### config.mk
export PLATFORM = sky130hd
export DESIGN_NAME = score_display_flat
export DESIGN_NICKNAME = d
export VERILOG_FILES = /design/src/rtl/score_pkg.sv /design/src/rtl/score_display_if.sv /design/src/rtl/seg_decoder.sv /design/src/rtl/score_display.sv /design/src/flat_wrapper.sv
export SDC_FILE = /design/constraint.sdc
export NUM_CORES = 1
export LEC_CHECK = 0
export ABC_AREA = 1
export CORE_UTILIZATION = 55
export DETAILED_ROUTE_END_ITERATION = 7
export PLACE_DENSITY = 0.72
export SYNTH_ARGS = -nofsm -noshare
export SYNTH_HDL_FRONTEND = slang
export SYNTH_HIERARCHICAL = 1
export SYNTH_SLANG_ARGS = --single-unit
### constraint.sdc
create_clock -name clk -period 4.25 [get_ports clk]
set_input_delay 0.425 -clock clk [delete_from_list [all_inputs] [get_ports clk]]
set_output_delay 0.425 -clock clk [all_outputs]
set_load 0.01 [all_outputs]
### src/rtl/score_pkg.sv
// Shared types and constants for the score display path: BCD digit/score
// vectors, active-low seven-segment patterns and a BCD increment helper.
package score_pkg;

    localparam int NUM_DIGITS = 4;

    typedef logic [3:0]                  bcd_digit_t;
    typedef logic [NUM_DIGITS-1:0][3:0]  score_t;

    // Active-low gfedcba, seg[6]=g ... seg[0]=a
    localparam logic [6:0] SEG_BLANK = 7'h7F;
    localparam logic [6:0] SEG_0 = 7'b1000000;
    localparam logic [6:0] SEG_1 = 7'b1111001;
    localparam logic [6:0] SEG_2 = 7'b0100100;
    localparam logic [6:0] SEG_3 = 7'b0110000;
    localparam logic [6:0] SEG_4 = 7'b0011001;
    localparam logic [6:0] SEG_5 = 7'b0010010;
    localparam logic [6:0] SEG_6 = 7'b0000010;
    localparam logic [6:0] SEG_7 = 7'b1111000;
    localparam logic [6:0] SEG_8 = 7'b0000000;
    localparam logic [6:0] SEG_9 = 7'b0010000;

    // Ripple-carry decimal increment; all-nines wraps to zero.
    function automatic score_t bcd_inc(input score_t s);
        score_t r;
        logic   carry;
        r     = s;
        carry = 1'b1;
        for (int i = 0; i < NUM_DIGITS; i++) begin
            if (carry) begin
                if (r[i] == 4'd9) begin
                    r[i] = 4'd0;
                end else begin
                    r[i]  = r[i] + 4'd1;
                    carry = 1'b0;
                end
            end
        end
        return r;
    endfunction

endpackage

### src/rtl/score_display_if.sv
// Game-core/display side signals of the scoreboard: lose/clr in, score and
// multiplexed seven-segment drive out.
interface score_display_if;
    import score_pkg::*;

    logic                  lose;
    logic                  clr;
    score_t                score;
    logic [NUM_DIGITS-1:0] select;
    logic [6:0]            seg;

    modport master (output lose, clr, input  score, select, seg);
    modport slave  (input  lose, clr, output score, select, seg);

endinterface

### src/rtl/seg_decoder.sv
// BCD digit to active-low seven-segment pattern; non-BCD codes go dark.
module seg_decoder
    import score_pkg::*;
(
    input  bcd_digit_t digit,
    output logic [6:0] seg
);

    always_comb begin
        seg = SEG_BLANK;
        case (digit)
            4'd0:    seg = SEG_0;
            4'd1:    seg = SEG_1;
            4'd2:    seg = SEG_2;
            4'd3:    seg = SEG_3;
            4'd4:    seg = SEG_4;
            4'd5:    seg = SEG_5;
            4'd6:    seg = SEG_6;
            4'd7:    seg = SEG_7;
            4'd8:    seg = SEG_8;
            4'd9:    seg = SEG_9;
            default: seg = SEG_BLANK;
        endcase
    end

endmodule

### src/rtl/score_display.sv
// Counts debounced lose events in BCD and scans them onto a 4-digit
// active-low seven-segment display.
module score_display
    import score_pkg::*;
#(
    parameter int REFRESH_DIV = 100000,
    parameter int HOLDOFF     = 1000000,
    parameter bit BLANK_LZ    = 1'b1
) (
    input logic            clk,
    input logic            rst,
    score_display_if.slave bus
);

    localparam int HOLD_W = $clog2(HOLDOFF + 1);
    localparam int REF_W  = $clog2(REFRESH_DIV);
    localparam int IDX_W  = $clog2(NUM_DIGITS);

    score_t                         score_r;
    logic                           lose_q;
    logic [HOLD_W-1:0]              holdoff;
    logic [REF_W-1:0]               ref_cnt;
    logic [IDX_W-1:0]               idx;
    logic                           rise;
    logic                           accept;
    logic [NUM_DIGITS-1:0][6:0]     dig_seg;
    logic [NUM_DIGITS-1:0]          blank_vec;
    logic                           zero_above;
    logic [NUM_DIGITS-1:0]          select_r;
    logic [6:0]                     seg_r;

    assign rise   = bus.lose & ~lose_q;
    assign accept = rise & (holdoff == '0) & ~bus.clr;

    // clr beats a coincident rise and also drops any pending hold-off
    always_ff @(posedge clk) begin
        if (rst) begin
            score_r <= '0;
            lose_q  <= 1'b0;
            holdoff <= '0;
        end else begin
            lose_q <= bus.lose;
            if (bus.clr) begin
                score_r <= '0;
                holdoff <= '0;
            end else if (accept) begin
                score_r <= bcd_inc(score_r);
                holdoff <= HOLD_W'(HOLDOFF);
            end else if (holdoff != '0) begin
                holdoff <= holdoff - HOLD_W'(1);
            end
        end
    end

    always_ff @(posedge clk) begin
        if (rst) begin
            ref_cnt <= '0;
            idx     <= '0;
        end else if (ref_cnt == REF_W'(REFRESH_DIV - 1)) begin
            ref_cnt <= '0;
            idx     <= idx + IDX_W'(1);
        end else begin
            ref_cnt <= ref_cnt + REF_W'(1);
        end
    end

    for (genvar g = 0; g < NUM_DIGITS; g++) begin : g_dec
        seg_decoder u_dec (
            .digit (score_r[g]),
            .seg   (dig_seg[g])
        );
    end

    // Digit k>0 is a leading zero when it and every digit above it are zero
    always_comb begin
        zero_above = 1'b1;
        blank_vec  = '0;
        for (int k = NUM_DIGITS - 1; k > 0; k--) begin
            zero_above   = zero_above & (score_r[k] == 4'd0);
            blank_vec[k] = zero_above;
        end
    end

    always_ff @(posedge clk) begin
        if (rst) begin
            select_r <= ~NUM_DIGITS'(1);
            seg_r    <= SEG_0;
        end else begin
            select_r <= ~(NUM_DIGITS'(1) << idx);
            seg_r    <= (BLANK_LZ && blank_vec[idx]) ? SEG_BLANK : dig_seg[idx];
        end
    end

    assign bus.score  = score_r;
    assign bus.select = select_r;
    assign bus.seg    = seg_r;

endmodule

### src/flat_wrapper.sv
// flat-port wrapper written by rule: the top's interface ports become plain ports
module score_display_flat import score_pkg::*;
#(
    parameter int REFRESH_DIV = 100000,
    parameter int HOLDOFF     = 1000000,
    parameter bit BLANK_LZ    = 1'b1
)
  (clk, rst, bus_lose, bus_clr, bus_score, bus_select, bus_seg);
  score_display_if bus_i ();
  input logic clk;
  input logic rst;
  input wire logic [$bits(bus_i.lose)-1:0] bus_lose;
  input wire logic [$bits(bus_i.clr)-1:0] bus_clr;
  output wire logic [$bits(bus_i.score)-1:0] bus_score;
  output wire logic [$bits(bus_i.select)-1:0] bus_select;
  output wire logic [$bits(bus_i.seg)-1:0] bus_seg;
  assign bus_i.lose = bus_lose;
  assign bus_i.clr = bus_clr;
  assign bus_score = bus_i.score;
  assign bus_select = bus_i.select;
  assign bus_seg = bus_i.seg;
  score_display #(.REFRESH_DIV(REFRESH_DIV), .HOLDOFF(HOLDOFF), .BLANK_LZ(BLANK_LZ)) u_core (.clk(clk), .rst(rst), .bus(bus_i));
endmodule
==> impl_results.rst, run 1 <==
.. list-table::
   :header-rows: 1

   * - Metric
     - Value
   * - Clock root buffer master
     - sky130_fd_sc_hd__clkbuf_8
   * - Number of sinks driven by the clock tree
     - 67
   * - Chip height
     - roughly 90 µm
   * - Count of buffers added by post-CTS timing repair for setup
     - 0
   * - Cell Chain, Critical Path
     - clkinv_1, o32ai_1, nand3_1, a21oi_1
   * - Synth Cell Area
     - 0.00426 mm²
   * - HP Class
     - reg2reg
   * - Largest driver fanout on the critical path
     - 19
   * - Sw frac
     - a little under two fifths
   * - Cell family with most CP delay
     - flip-flops
   * - DRC violations left
     - 0
   * - Worst Hold Path Cells
     - 1
   * - Worst Hold End
     - u_core/ref_cnt[0]
   * - I/O pin total
     - 31
   * - Via count of the first global-routing pass
     - roughly 3,800
   * - Htree depth
     - 3
   * - Final period utilization
     - between 40% and 50%
   * - Post-synthesis to final-layout area growth
     - 13.0%
   * - Final Instance Count excl. Fillers
     - a little under 800
   * - Max Cap Violations
     - 0
   * - Predominant post-synthesis flop cell
     - sky130_fd_sc_hd__dfxtp_1
   * - Sequential share of power
     - between 30% and 40%
   * - Total of endpoints with negative setup slack in the final report
     - 0
   * - Distinct cell type count after synthesis
     - 41
   * - Starting density of the core
     - between 50% and 60%
   * - Total grt overflow
     - 0
   * - Number of buffers created by CTS
     - 9
   * - Sum of buffers and inverters on the critical path
     - 1
   * - Fmax achieved
     - roughly 470 MHz
   * - First-pass GRT wire length
     - 16.6 mm
   * - Startpoint of the tightest hold check path
     - u_core/ref_cnt[0]
   * - Hold violation total from the final report
     - 0
   * - Number of antenna cells inserted
     - 0
   * - Result of the run
     - finished, final reports clean
   * - Initial DRT Pass Iterations
     - 5
   * - Count of nets after finishing
     - 703
   * - Average cell area after synthesis
     - around 6.6 µm²
   * - Sequential standard cell area
     - about 0.0013 mm²
   * - Area of the core
     - 0.00737 mm²
   * - Startpoint of the lowest-slack register-to-register path
     - u_core/idx[0]
   * - Count of yosys warnings during synthesis
     - 6
   * - Input/output buffers
     - 30
   * - Final worst path period need
     - 2.12 ns
   * - Hold_ws
     - around 0.46 ns
   * - Sum Neg Setup Slack
     - 0 ns
   * - Number of core rows
     - 31
   * - Worst-Skew Late Latency
     - approximately 0.34 ns
   * - Final Slew Violations
     - 0
   * - Final HPWL DP
     - between 7 and 8 mm
   * - Horizontal extent of the die
     - between 90 and 100 µm
   * - Setup repair after global routing missed its margin
     - no
   * - Peak supply drop
     - 177 µV
   * - Most used standard cells in the synthesized netlist
     - 186 x sky130_fd_sc_hd__nand2_1, 73 x sky130_fd_sc_hd__nor2_1, 68 x sky130_fd_sc_hd__inv_1
   * - Cell with the biggest individual delay on the critical path
     - sky130_fd_sc_hd__dfxtp_1
   * - Antenna violations before repair
     - 0
   * - Share of cells above drive strength 1
     - under 10%
   * - Cell type with the largest total area after synthesis
     - sky130_fd_sc_hd__dfxtp_1
   * - Number of antenna-violating nets in the routed design
     - 0
   * - Largest net degree at the start of global routing
     - 20
   * - PnR worst setup slack
     - 2.13 ns
   * - Data required time of the critical path
     - approximately 4.5 ns
   * - Area share of the largest cell type after synthesis
     - 31.5%
   * - Average routed wire per standard cell
     - between 10 and 15 µm
   * - Floorplan die area
     - about 0.008 mm²
   * - Count of fill cells added during filler insertion
     - approximately 700
   * - Worst slew margin relative to its limit
     - slightly above 60%
   * - Leakage Power
     - between 2 and 2.5 nW
   * - Cell Count Post-Placement
     - between 700 and 800
   * - Area of the multi-input gates
     - between 0.002 and 0.003 mm²
   * - Net switching power figure
     - 699 µW
   * - Most repeated cell in the gate-level netlist after synthesis
     - sky130_fd_sc_hd__nand2_1
   * - Tightest Pin Transition
     - ~0.57 ns
   * - Endpoint type of the worst setup path
     - register
   * - Gp weighted congestion
     - 0.899
   * - Number of flip-flops and latches in the synthesized netlist
     - between 60 and 70
   * - Synthesized instance count
     - 642
   * - Number of vias in the routed layout
     - 4,045
   * - Reg clk slew, reported paths
     - 0.07 ns
   * - Worst endpoint data arrival time
     - 2.39 ns
   * - TritonCTS clock tree
     - done
   * - Worst Setup Start Kind
     - register
   * - P_int
     - approximately 1.2 mW
   * - Longest Clk Path Bufs
     - 2
   * - Register-to-register path setup slack
     - roughly 2.1 ns
   * - Worst clock skew on the final layout
     - ~0.011 ns
   * - Register area share after synthesis
     - 31.5%
   * - Number of cell instances on the worst register-to-register path
     - 4
   * - Longest individual stage delay on the worst path
     - 0.69 ns
   * - Number of enable flip-flop cells after synthesis
     - 0
   * - Post-synthesis async set-or-reset flop share
     - 0%
   * - Final routed wirelength across all metal layers
     - slightly below 10 mm
   * - Combinational power share
     - between 30% and 40%
   * - Cell area power density
     - a little under 400 mW/mm²
   * - Type of the worst setup path
     - reg2reg
   * - Routed via count divided by cell count
     - ~5.2
   * - Cts hold-fix bufs
     - 0
   * - Total global routing track utilization
     - between 20% and 30%
   * - Clock network fraction of total power
     - between 20 and 30%
   * - Number of DRC markers after the initial detailed-route iteration
     - 234
   * - Net count after synthesis
     - roughly 670
   * - Reg-to-Reg End
     - u_core/bus.seg[2]
   * - Post-cts sizing count
     - 0
   * - Ranking of synthesized cells by area
     - sky130_fd_sc_hd__dfxtp_1 31%, sky130_fd_sc_hd__nand2_1 16%, sky130_fd_sc_hd__ha_1 7.6%
   * - Post-place setup slack
     - around 2 ns
-- layout make-up --
cell class	count	area share, %
multi-input cells	484	53.2
repair buffers	31	6.39
clock buffers	11	2.94
clock inverters	3	0.831
well taps	99	2.57
inverters	80	6.24
flip-flops and latches	67	27.9
-- through the flow --
step | cell area (µm²) | util (%) | power [mW]
after floorplan | 4260 | - | 1.26
after global placement | 4630 | 62.9 | 1.36
after detailed placement | 4630 | 62.9 | 1.37
after CTS | 4820 | 65.3 | 1.89
after global routing | 4820 | 65.3 | 2.00
final | 4820 | 65.3 | 1.88
-- power by group through the flow --
stage	Clock, mW	Sequential, mW	Combinational (mW)
after global routing	0.559	0.710	0.734
after detailed placement	0	0.719	0.652
final	0.515	0.705	0.657
after floorplan	0	0.711	0.546
after global placement	0	0.718	0.642
after CTS	0.531	0.705	0.657
-- state kept, by name (all words and copies together) (netlist names) --
register / count
u_core/idx: 2
u_core/lose_q: 1
u_core/bus.select: 4
u_core/ref_cnt: 17
u_core/bus.seg: 7
u_core/holdoff: 20
u_core/bus.score: 16
-- layer usage --
| layer | routed length, µm | up-vias | track usage [%] |
|---|---|---|---|
| met3 | 508 | 18 | 6.26 |
| li1 | - | 2133 | - |
| met1 | 4510 | 1784 | 30.7 |
| met4 | 187 | 0 | 10.6 |
| met2 | 4500 | 110 | 42.2 |
| met5 | 0 | - | 0 |
-- kinds of logic (layout without fill, tap and decap cells) --
kind of cell	Yosys count	count (layout)	synth area share, %
buffers and inverters	91	125	8.40
xor gates and xnor gates	12	12	2.47
adders and majority gates	26	26	7.64
AOI/OAI and AO/OA	82	82	11.3
and+or+nand+nor	364	364	38.7
DFF	67	67	31.5
-- cells in the final DEF (no fill, tap or decap), types with 14 or more instances in the layout --
cell	count
sky130_fd_sc_hd__nand2_1	186
sky130_fd_sc_hd__nor2_1	73
sky130_fd_sc_hd__inv_1	68
sky130_fd_sc_hd__dfxtp_1	67
sky130_fd_sc_hd__nand3_1	46
sky130_fd_sc_hd__a21oi_1	42
sky130_fd_sc_hd__clkdlybuf4s50_1	30
sky130_fd_sc_hd__ha_1	26
sky130_fd_sc_hd__o21ai_0	17
sky130_fd_sc_hd__nand4_1	16
sky130_fd_sc_hd__nor3_1	14
-- worst reg2reg max path: cells and delay by family, from the launching register on --
kind,cells,cell delay (ns)
compound gates,2,0.52
flops,1,0.69
simple gates,1,0.28
buf+inv,1,0.56
-- worst max-delay path by stage --
stage / slack [ns] / end / depth (start not counted) / from
after global routing: 1.91 / u_core/bus.seg[2] / 4 / u_core/idx[0]
final: 2.13 / u_core/bus.seg[2] / 4 / u_core/idx[0]
after floorplan: 2.61 / u_core/bus.score[6] / 10 / u_core/holdoff[0]
after detailed placement: 2.05 / u_core/ref_cnt[11] / 6 / rst
after CTS: 2.17 / u_core/bus.seg[2] / 4 / u_core/idx[0]
after global placement: 2.11 / u_core/ref_cnt[11] / 6 / rst
No activity file was read; power rests on OpenSTA's default activity.
==> inputs of run 2 (changes only) <==
--- a/config.mk
+++ b/config.mk
@@ -6,7 +6,7 @@
 export NUM_CORES = 1
 export LEC_CHECK = 0
 export ABC_AREA = 1
-export CORE_UTILIZATION = 55
+export CORE_UTILIZATION = 52
 export DETAILED_ROUTE_END_ITERATION = 7
 export PLACE_DENSITY = 0.72
 export SYNTH_ARGS = -nofsm -noshare
==> constraint.sdc (replaced) <==
create_clock -name clk -period 1.9 [get_ports clk]
set_input_delay 0.19 -clock clk [delete_from_list [all_inputs] [get_ports clk]]
set_output_delay 0.19 -clock clk [all_outputs]
set_load 0.01 [all_outputs]
==> run 2 against run 1 <==
  * Die area grew 5.6%
  * Critical endpoint is now bus_score[14]
  * Power grew 120%
  * Final area is 3.4% higher
  * Clock skew increased by 0.0030 ns
  * Clock power rose by 110%
  * Core utilization shrank 1.6 points
  * Sequential cell count stayed put
==> impl_results.rst, run 2 (synthesis gave the netlist of run 1 again) <==
.. list-table::
   :header-rows: 1

   * - Metric
     - Value
   * - Sum Neg Setup Slack
     - 0 ns (unchanged)
   * - Clock network fraction of total power
     - 25.9% (-1.5 points)
   * - Total grt overflow
     - 0 (unchanged)
   * - Initial DRT Pass Iterations
     - 7 (+2)
   * - HP Class
     - in2reg
   * - Final HPWL DP
     - 7.95 mm (+11%)
   * - Input/output buffers
     - 30 (unchanged)
   * - Number of sinks driven by the clock tree
     - 67 (unchanged)
   * - Register-to-register path setup slack
     - 0.13 ns (-2.00 ns)
   * - Worst clock skew on the final layout
     - 0.0144 ns (+0.00305 ns)
   * - Count of buffers added by post-CTS timing repair for setup
     - 0 (unchanged)
   * - Share of cells above drive strength 1
     - 10.3% (+3.2 points)
   * - Number of cell instances on the worst register-to-register path
     - 10 (+6)
   * - Worst Setup Start Kind
     - register
   * - DRC violations left
     - 0 (unchanged)
   * - Result of the run
     - finished, final reports clean
   * - Average routed wire per standard cell
     - 13.1 µm (+4.2%)
   * - Longest Clk Path Bufs
     - 2 (unchanged)
   * - Register containing the most flip-flops in the final layout
     - u_core/holdoff
   * - Max Cap Violations
     - 0 (unchanged)
   * - Worst endpoint data arrival time
     - 1.58 ns (-0.81 ns)
   * - Sum of buffers and inverters on the critical path
     - 1 (unchanged)
   * - Worst slew margin relative to its limit
     - 69.0% (+7.3 points)
   * - Most common cell after layout, fill and taps aside
     - sky130_fd_sc_hd__nand2_1
   * - Number of vias in the routed layout
     - 4,300 (+6.3%)
   * - Post-DP Area
     - 0.00479 mm² (+3.3%)
   * - P_int
     - 2.60 mW (+120%)
   * - Final standard cell area without fillers
     - 0.00498 mm² (+3.4%)
   * - Sw frac
     - 38.4% (+1.2 points)
   * - Tightest Pin Transition
     - 0.464 ns (-0.109 ns)
   * - Combinational power share
     - 36.7% (+1.7 points)
   * - Antenna violations before repair
     - 0 (unchanged)
   * - Reg-to-Reg End
     - u_core/holdoff[11]
   * - Number of core rows
     - 32 (+3.2%)
   * - Endpoint type of the worst setup path
     - primary output
   * - Longest individual stage delay on the worst path
     - 0.64 ns (-0.05 ns)
   * - Routed via count divided by cell count
     - 5.38 (+3.0%)
   * - Horizontal extent of the die
     - 92.5 µm (+2.8%)
   * - Worst-Skew Late Latency
     - 0.34 ns (about the same)
   * - Count of nets after finishing
     - 723 (+2.8%)
   * - Reg clk slew, reported paths
     - 0.07 ns (about the same)
   * - Worst Hold End
     - u_core/lose_q
   * - Final Slew Violations
     - 0 (unchanged)
   * - Largest driver fanout on the critical path
     - 13 (-6)
   * - TritonCTS clock tree
     - done
   * - Peak supply drop
     - 433 µV (+140%)
   * - Hold_ws
     - 0.439 ns (-0.0197 ns)
   * - Startpoint of the lowest-slack register-to-register path
     - u_core/holdoff[0]
   * - Post-cts sizing count
     - 0 (unchanged)
   * - Number of buffers created by CTS
     - 9 (unchanged)
   * - Chip height
     - 92.5 µm (+2.8%)
   * - Total of endpoints with negative setup slack in the final report
     - 0 (unchanged)
   * - Final period utilization
     - around 93%
   * - Htree depth
     - 3 (unchanged)
   * - Cell area power density
     - 847 mW/mm² (+120%)
   * - Floorplan die area
     - 0.00856 mm² (+5.6%)
   * - Net switching power figure
     - 1.62 mW (+130%)
   * - Worst Hold Path Cells
     - 3 (+2)
   * - Starting density of the core
     - 54.6% (-3.2 points)
   * - Most used cells in the layout excluding fill and tap cells
     - 185 x sky130_fd_sc_hd__nand2_1, 72 x sky130_fd_sc_hd__nor2_1, 68 x sky130_fd_sc_hd__inv_1, 67 x sky130_fd_sc_hd__dfxtp_1, 46 x sky130_fd_sc_hd__nand3_1
   * - Final worst path period need
     - 1.77 ns
   * - Gp weighted congestion
     - 0.970 (+7.9%)
   * - Setup repair after global routing missed its margin
     - no
   * - Type of the worst setup path
     - reg2out
   * - Final routed wirelength across all metal layers
     - 10.4 mm (+7.6%)
   * - Number of antenna cells inserted
     - 0 (unchanged)
   * - Startpoint of the tightest hold check path
     - bus_lose
   * - Data required time of the critical path
     - 1.71 ns (-2.81 ns)
   * - Area of the core
     - 0.00781 mm² (+5.9%)
   * - Cell family with most CP delay
     - buffers and inverters
   * - Clock root buffer master
     - sky130_fd_sc_hd__clkbuf_8
   * - Leakage Power
     - 2.24 nW (+4.1%)
   * - Hold violation total from the final report
     - 0 (unchanged)
   * - First-pass GRT wire length
     - 17.7 mm (+7.0%)
   * - Post-synthesis to final-layout area growth
     - 16.8%
   * - Fmax achieved
     - around 570 MHz
   * - Via count of the first global-routing pass
     - 3,985 (+5.9%)
   * - Cell Chain, Critical Path
     - clkdlybuf4s50_1
   * - I/O pin total
     - 31 (unchanged)
   * - Sequential share of power
     - 37.4% (-0.2 points)
   * - Number of DRC markers after the initial detailed-route iteration
     - 322 (+38%)
   * - Total global routing track utilization
     - 25.7% (+0.54 points)
   * - Largest net degree at the start of global routing
     - 16 (-20%)
   * - Cell with the biggest individual delay on the critical path
     - sky130_fd_sc_hd__clkdlybuf4s50_1
   * - Number of antenna-violating nets in the routed design
     - 0 (unchanged)
   * - Cts hold-fix bufs
     - 0 (unchanged)
   * - Max reg flops
     - 20 (unchanged)
   * - Count of fill cells added during filler insertion
     - 752 (+7.3%)
## run 2: worst max path at each step
stage                                     from                    to  slack [ns]  depth (start not counted)
after CTS                 u_core/bus.score[14]         bus_score[14]        0.12                          1
after floorplan              u_core/holdoff[0]   u_core/bus.score[6]        0.26                         10
final                     u_core/bus.score[14]         bus_score[14]        0.13                          1
after global placement       u_core/holdoff[0]    u_core/holdoff[11]        0.20                         10
after detailed placement     u_core/holdoff[0]     u_core/holdoff[9]        0.12                         10
after global routing       u_core/bus.score[7]  u_core/bus.score[12]       0.005                          7
## run 2: tightest hold or removal path: cells and delay by family
kind / cells / cell delay [ns]
buffers and inverters: 2 / 0.50
AND/OR/NAND/NOR: 1 / 0.04
## run 2: metal layers
metal | vias to the layer above | wire, µm | part of all wire [%] | GRT usage (%)
met4 | 0 | 152 | 1.5 | 7.81
met3 | 21 | 674 | 6.5 | 4.43
met5 | - | 0 | 0 | 0
li1 | 2181 | - | - | -
met2 | 138 | 4760 | 46 | 41.2
met1 | 1960 | 4860 | 46 | 35.2
## run 2: per-stage QoR
stage                     utilization, %  std cells  power [mW]  setup WS [ns]
after global placement              61.3        784        3.10          0.198
after floorplan                        -        642        2.81          0.260
final                               63.7        800        4.21          0.130
after detailed placement            61.3        784        3.13          0.123
after global routing                63.7        800        4.51        0.00510
after CTS                           63.7        800        4.24          0.121
## run 2: area by class of cell
type | instances | area [µm²] | share of cell area [%]
sequential | 67 | 1340 | 26.9
clock inverter | 3 | 22.5 | 0.452
inverter | 80 | 300 | 6.03
timing repair buffer | 51 | 458 | 9.20
tap | 102 | 128 | 2.56
clock buffer | 13 | 159 | 3.19
multi-input combinational | 484 | 2570 | 51.6
## run 2: power by group through the flow
| stage | Sequential (mW) | Combinational, mW | Clock, mW |
|---|---|---|---|
| 6_report | 1.58 | 1.55 | 1.09 |
| 2_1_floorplan | 1.59 | 1.22 | 0 |
| 4_1_cts | 1.58 | 1.54 | 1.12 |
| 3_3_place_gp | 1.61 | 1.49 | 0 |
| 3_5_place_dp | 1.61 | 1.52 | 0 |
| 5_1_grt | 1.59 | 1.74 | 1.18 |
==> inputs of run 3 (changes only) <==
--- a/config.mk
+++ b/config.mk
@@ -6,8 +6,10 @@
 export NUM_CORES = 1
 export LEC_CHECK = 0
 export ABC_AREA = 1
+export CORE_MARGIN = 1.5
 export CORE_UTILIZATION = 52
 export DETAILED_ROUTE_END_ITERATION = 7
+export HOLD_SLACK_MARGIN = 0.03
 export PLACE_DENSITY = 0.72
 export SYNTH_ARGS = -nofsm -noshare
 export SYNTH_HDL_FRONTEND = slang
==> run 3 against run 2 <==
  * Clock power up 9%
  * Combinational power about the same
  * Die area grew 2.2%
  * Critical path depth unchanged
  * Register-to-register slack better by 0.05 ns
  * Highest routed layer unchanged
  * Global-route usage decreased by 1.4 points
  * Sequential cell count unchanged
  * Clock-buffer cell count fell by 3
==> impl_results.rst, run 3 (synthesis gave the netlist of run 1 again) <==
.. list-table::
   :header-rows: 1

   * - Metric
     - Value
   * - Setup repair after global routing missed its margin
     - no
   * - Worst-Skew Late Latency
     - 0.34 ns (about the same)
   * - Data required time of the critical path
     - 1.71 ns (about the same)
   * - Antenna violations before repair
     - 0 (unchanged)
   * - Worst Hold Path Cells
     - 3 (unchanged)
   * - Htree depth
     - 3 (unchanged)
   * - Clock root buffer master
     - sky130_fd_sc_hd__clkbuf_8
   * - Top routing layer used
     - met4
   * - Peak supply drop
     - 461 µV (+6.6%)
   * - Max reg flops
     - 20 (unchanged)
   * - Register containing the most flip-flops in the final layout
     - u_core/holdoff
   * - Starting density of the core
     - 54.3% (-0.28 points)
   * - Sum Neg Setup Slack
     - 0 ns (unchanged)
   * - Endpoint type of the worst setup path
     - primary output
   * - Worst Setup Start Kind
     - register
   * - Cell family with most CP delay
     - flip-flops
   * - Number of antenna cells inserted
     - 0 (unchanged)
   * - Routed via count divided by cell count
     - 5.29 (-1.6%)
   * - Final period utilization
     - 95.0% (+1.9 points)
   * - Chip height
     - 93.5 µm (+1.1%)
   * - Most common cell after layout, fill and taps aside
     - sky130_fd_sc_hd__nand2_1
   * - Input/output buffers
     - 30 (unchanged)
   * - Max Cap Violations
     - 0 (unchanged)
   * - Number of cell instances on the worst register-to-register path
     - 8 (-2)
   * - Final HPWL DP
     - 7.63 mm (-4.1%)
   * - Longest Clk Path Bufs
     - 2 (unchanged)
   * - Worst slew margin relative to its limit
     - 66.7% (-2.3 points)
   * - WP depth
     - 1 (unchanged)
   * - Fmax achieved
     - 554 MHz (-2.0%)
   * - Largest driver fanout on the critical path
     - 13 (unchanged)
   * - Reg clk slew, reported paths
     - 0.08 ns (about the same)
   * - Post-synthesis to final-layout area growth
     - 17.9%
   * - Worst clock skew on the final layout
     - 0.0126 ns (-0.00183 ns)
   * - Number of vias in the routed layout
     - 4,248 (-1.2%)
   * - Longest individual stage delay on the worst path
     - 0.64 ns (about the same)
   * - Floorplan die area
     - 0.00875 mm² (+2.2%)
   * - Register-to-register path setup slack
     - 0.18 ns (+0.05 ns)
   * - Final routed wirelength across all metal layers
     - 10.0 mm (-4.0%)
   * - Horizontal extent of the die
     - 93.5 µm (+1.1%)
   * - Largest net degree at the start of global routing
     - 18 (+2)
   * - I/O pin total
     - 31 (unchanged)
   * - Total global routing track utilization
     - 24.3% (-1.4 points)
   * - DRC violations left
     - 0 (unchanged)
   * - Most used cells in the layout excluding fill and tap cells
     - 186 x sky130_fd_sc_hd__nand2_1, 72 x sky130_fd_sc_hd__nor2_1, 67 x sky130_fd_sc_hd__inv_1, 66 x sky130_fd_sc_hd__dfxtp_1, 46 x sky130_fd_sc_hd__nand3_1
   * - Cell with the biggest individual delay on the critical path
     - sky130_fd_sc_hd__dfxtp_1
   * - Cell area power density
     - 859 mW/mm² (+1.4%)
   * - Total met2 wirelength after detailed routing
     - 4.48 mm (-5.9%)
   * - Area of the core
     - 0.00785 mm² (+0.51%)
   * - Gp weighted congestion
     - 0.927 (-4.4%)
   * - Hold violation total from the final report
     - 0 (unchanged)
   * - Total grt overflow
     - 0 (unchanged)
   * - Tightest Pin Transition
     - 0.498 ns (+0.0346 ns)
   * - Final standard cell area without fillers
     - 0.00502 mm² (+0.93%)
   * - Cts hold-fix bufs
     - 0 (unchanged)
   * - Sum of buffers and inverters on the critical path
     - 1 (unchanged)
   * - Number of sinks driven by the clock tree
     - 67 (unchanged)
   * - TritonCTS clock tree
     - done
   * - Via count of the first global-routing pass
     - 3,850 (-3.4%)
   * - Met3 routed WL
     - 614 µm (-8.9%)
   * - Number of buffers created by CTS
     - 9 (unchanged)
   * - Cell Chain, Critical Path
     - clkdlybuf4s50_1
   * - HP Class
     - in2reg
   * - Metal-1 WL
     - 4.78 mm (-1.6%)
   * - Average routed wire per standard cell
     - 12.5 µm (-4.4%)
   * - Count of nets after finishing
     - 726 (+0.41%)
   * - Type of the worst setup path
     - reg2out
   * - Post-DP Area
     - 0.00480 mm² (+0.31%)
   * - First-pass GRT wire length
     - 17.2 mm (-3.3%)
   * - Number of antenna-violating nets in the routed design
     - 0 (unchanged)
   * - Worst endpoint data arrival time
     - 1.62 ns (+0.04 ns)
   * - Final Slew Violations
     - 0 (unchanged)
   * - Share of cells above drive strength 1
     - 11.1% (+0.81 points)
   * - Final total power
     - 4.31 mW (+2.3%)
   * - Total of endpoints with negative setup slack in the final report
     - 0 (unchanged)
   * - Final worst path period need
     - 1.81 ns (+0.0357 ns)
   * - Share of the core filled with cells in the final layout
     - 64.0% (+0.26 points)
   * - Result of the run
     - finished, final reports clean
   * - Number of core rows
     - 32 (unchanged)
   * - Initial DRT Pass Iterations
     - 5 (-2)
   * - Leakage Power
     - 2.27 nW (+1.4%)
   * - Number of DRC markers after the initial detailed-route iteration
     - 192 (-40%)
## run 3: repair_timing
item                                   in CTS  in global routing
endpoints found under the hold margin       0                  0
setup endpoints to repair                   0                 13
resized for setup                           0                  5
setup buffers                               0                  1
## run 3: area by class of cell
| type | instances | area, µm² |
|---|---|---|
| clock inverter | 6 | 63.8 |
| clock buffer | 10 | 138 |
| fill | 772 | 2820 |
| multi-input combinational | 484 | 2570 |
| tap | 102 | 128 |
| timing repair buffer | 54 | 480 |
| sequential | 67 | 1340 |
| inverter | 80 | 300 |
## run 3: per-layer routing
metal	up-vias	global-route usage (%)
li1	2184	-
met1	1919	33.0
met2	131	38.7
met3	14	4.55
met4	0	7.95
met5	-	0
## run 3: worst paths after layout
path | start | to
hold reg to reg | u_core/ref_cnt[14] | u_core/ref_cnt[14]
setup reg to reg | u_core/bus.score[1] | u_core/bus.score[14]
hold / removal | bus_lose | u_core/lose_q
setup / recovery | u_core/bus.score[10] | bus_score[10]
## run 3: power by group
part           internal [mW]  switching [mW]
clock                  0.641           0.552
sequential              1.49          0.0864
combinational          0.573           0.967
total                   2.71            1.61
## run 3: through the flow
stage	hold WS (ns)	instances	worst slack, ns
6_report	0.462	803	0.0944
3_5_place_dp	0.459	786	0.120
5_1_grt	0.474	803	0.00677
2_1_floorplan	0.315	642	0.260
3_3_place_gp	0.443	786	0.178
4_1_cts	0.437	802	0.0906
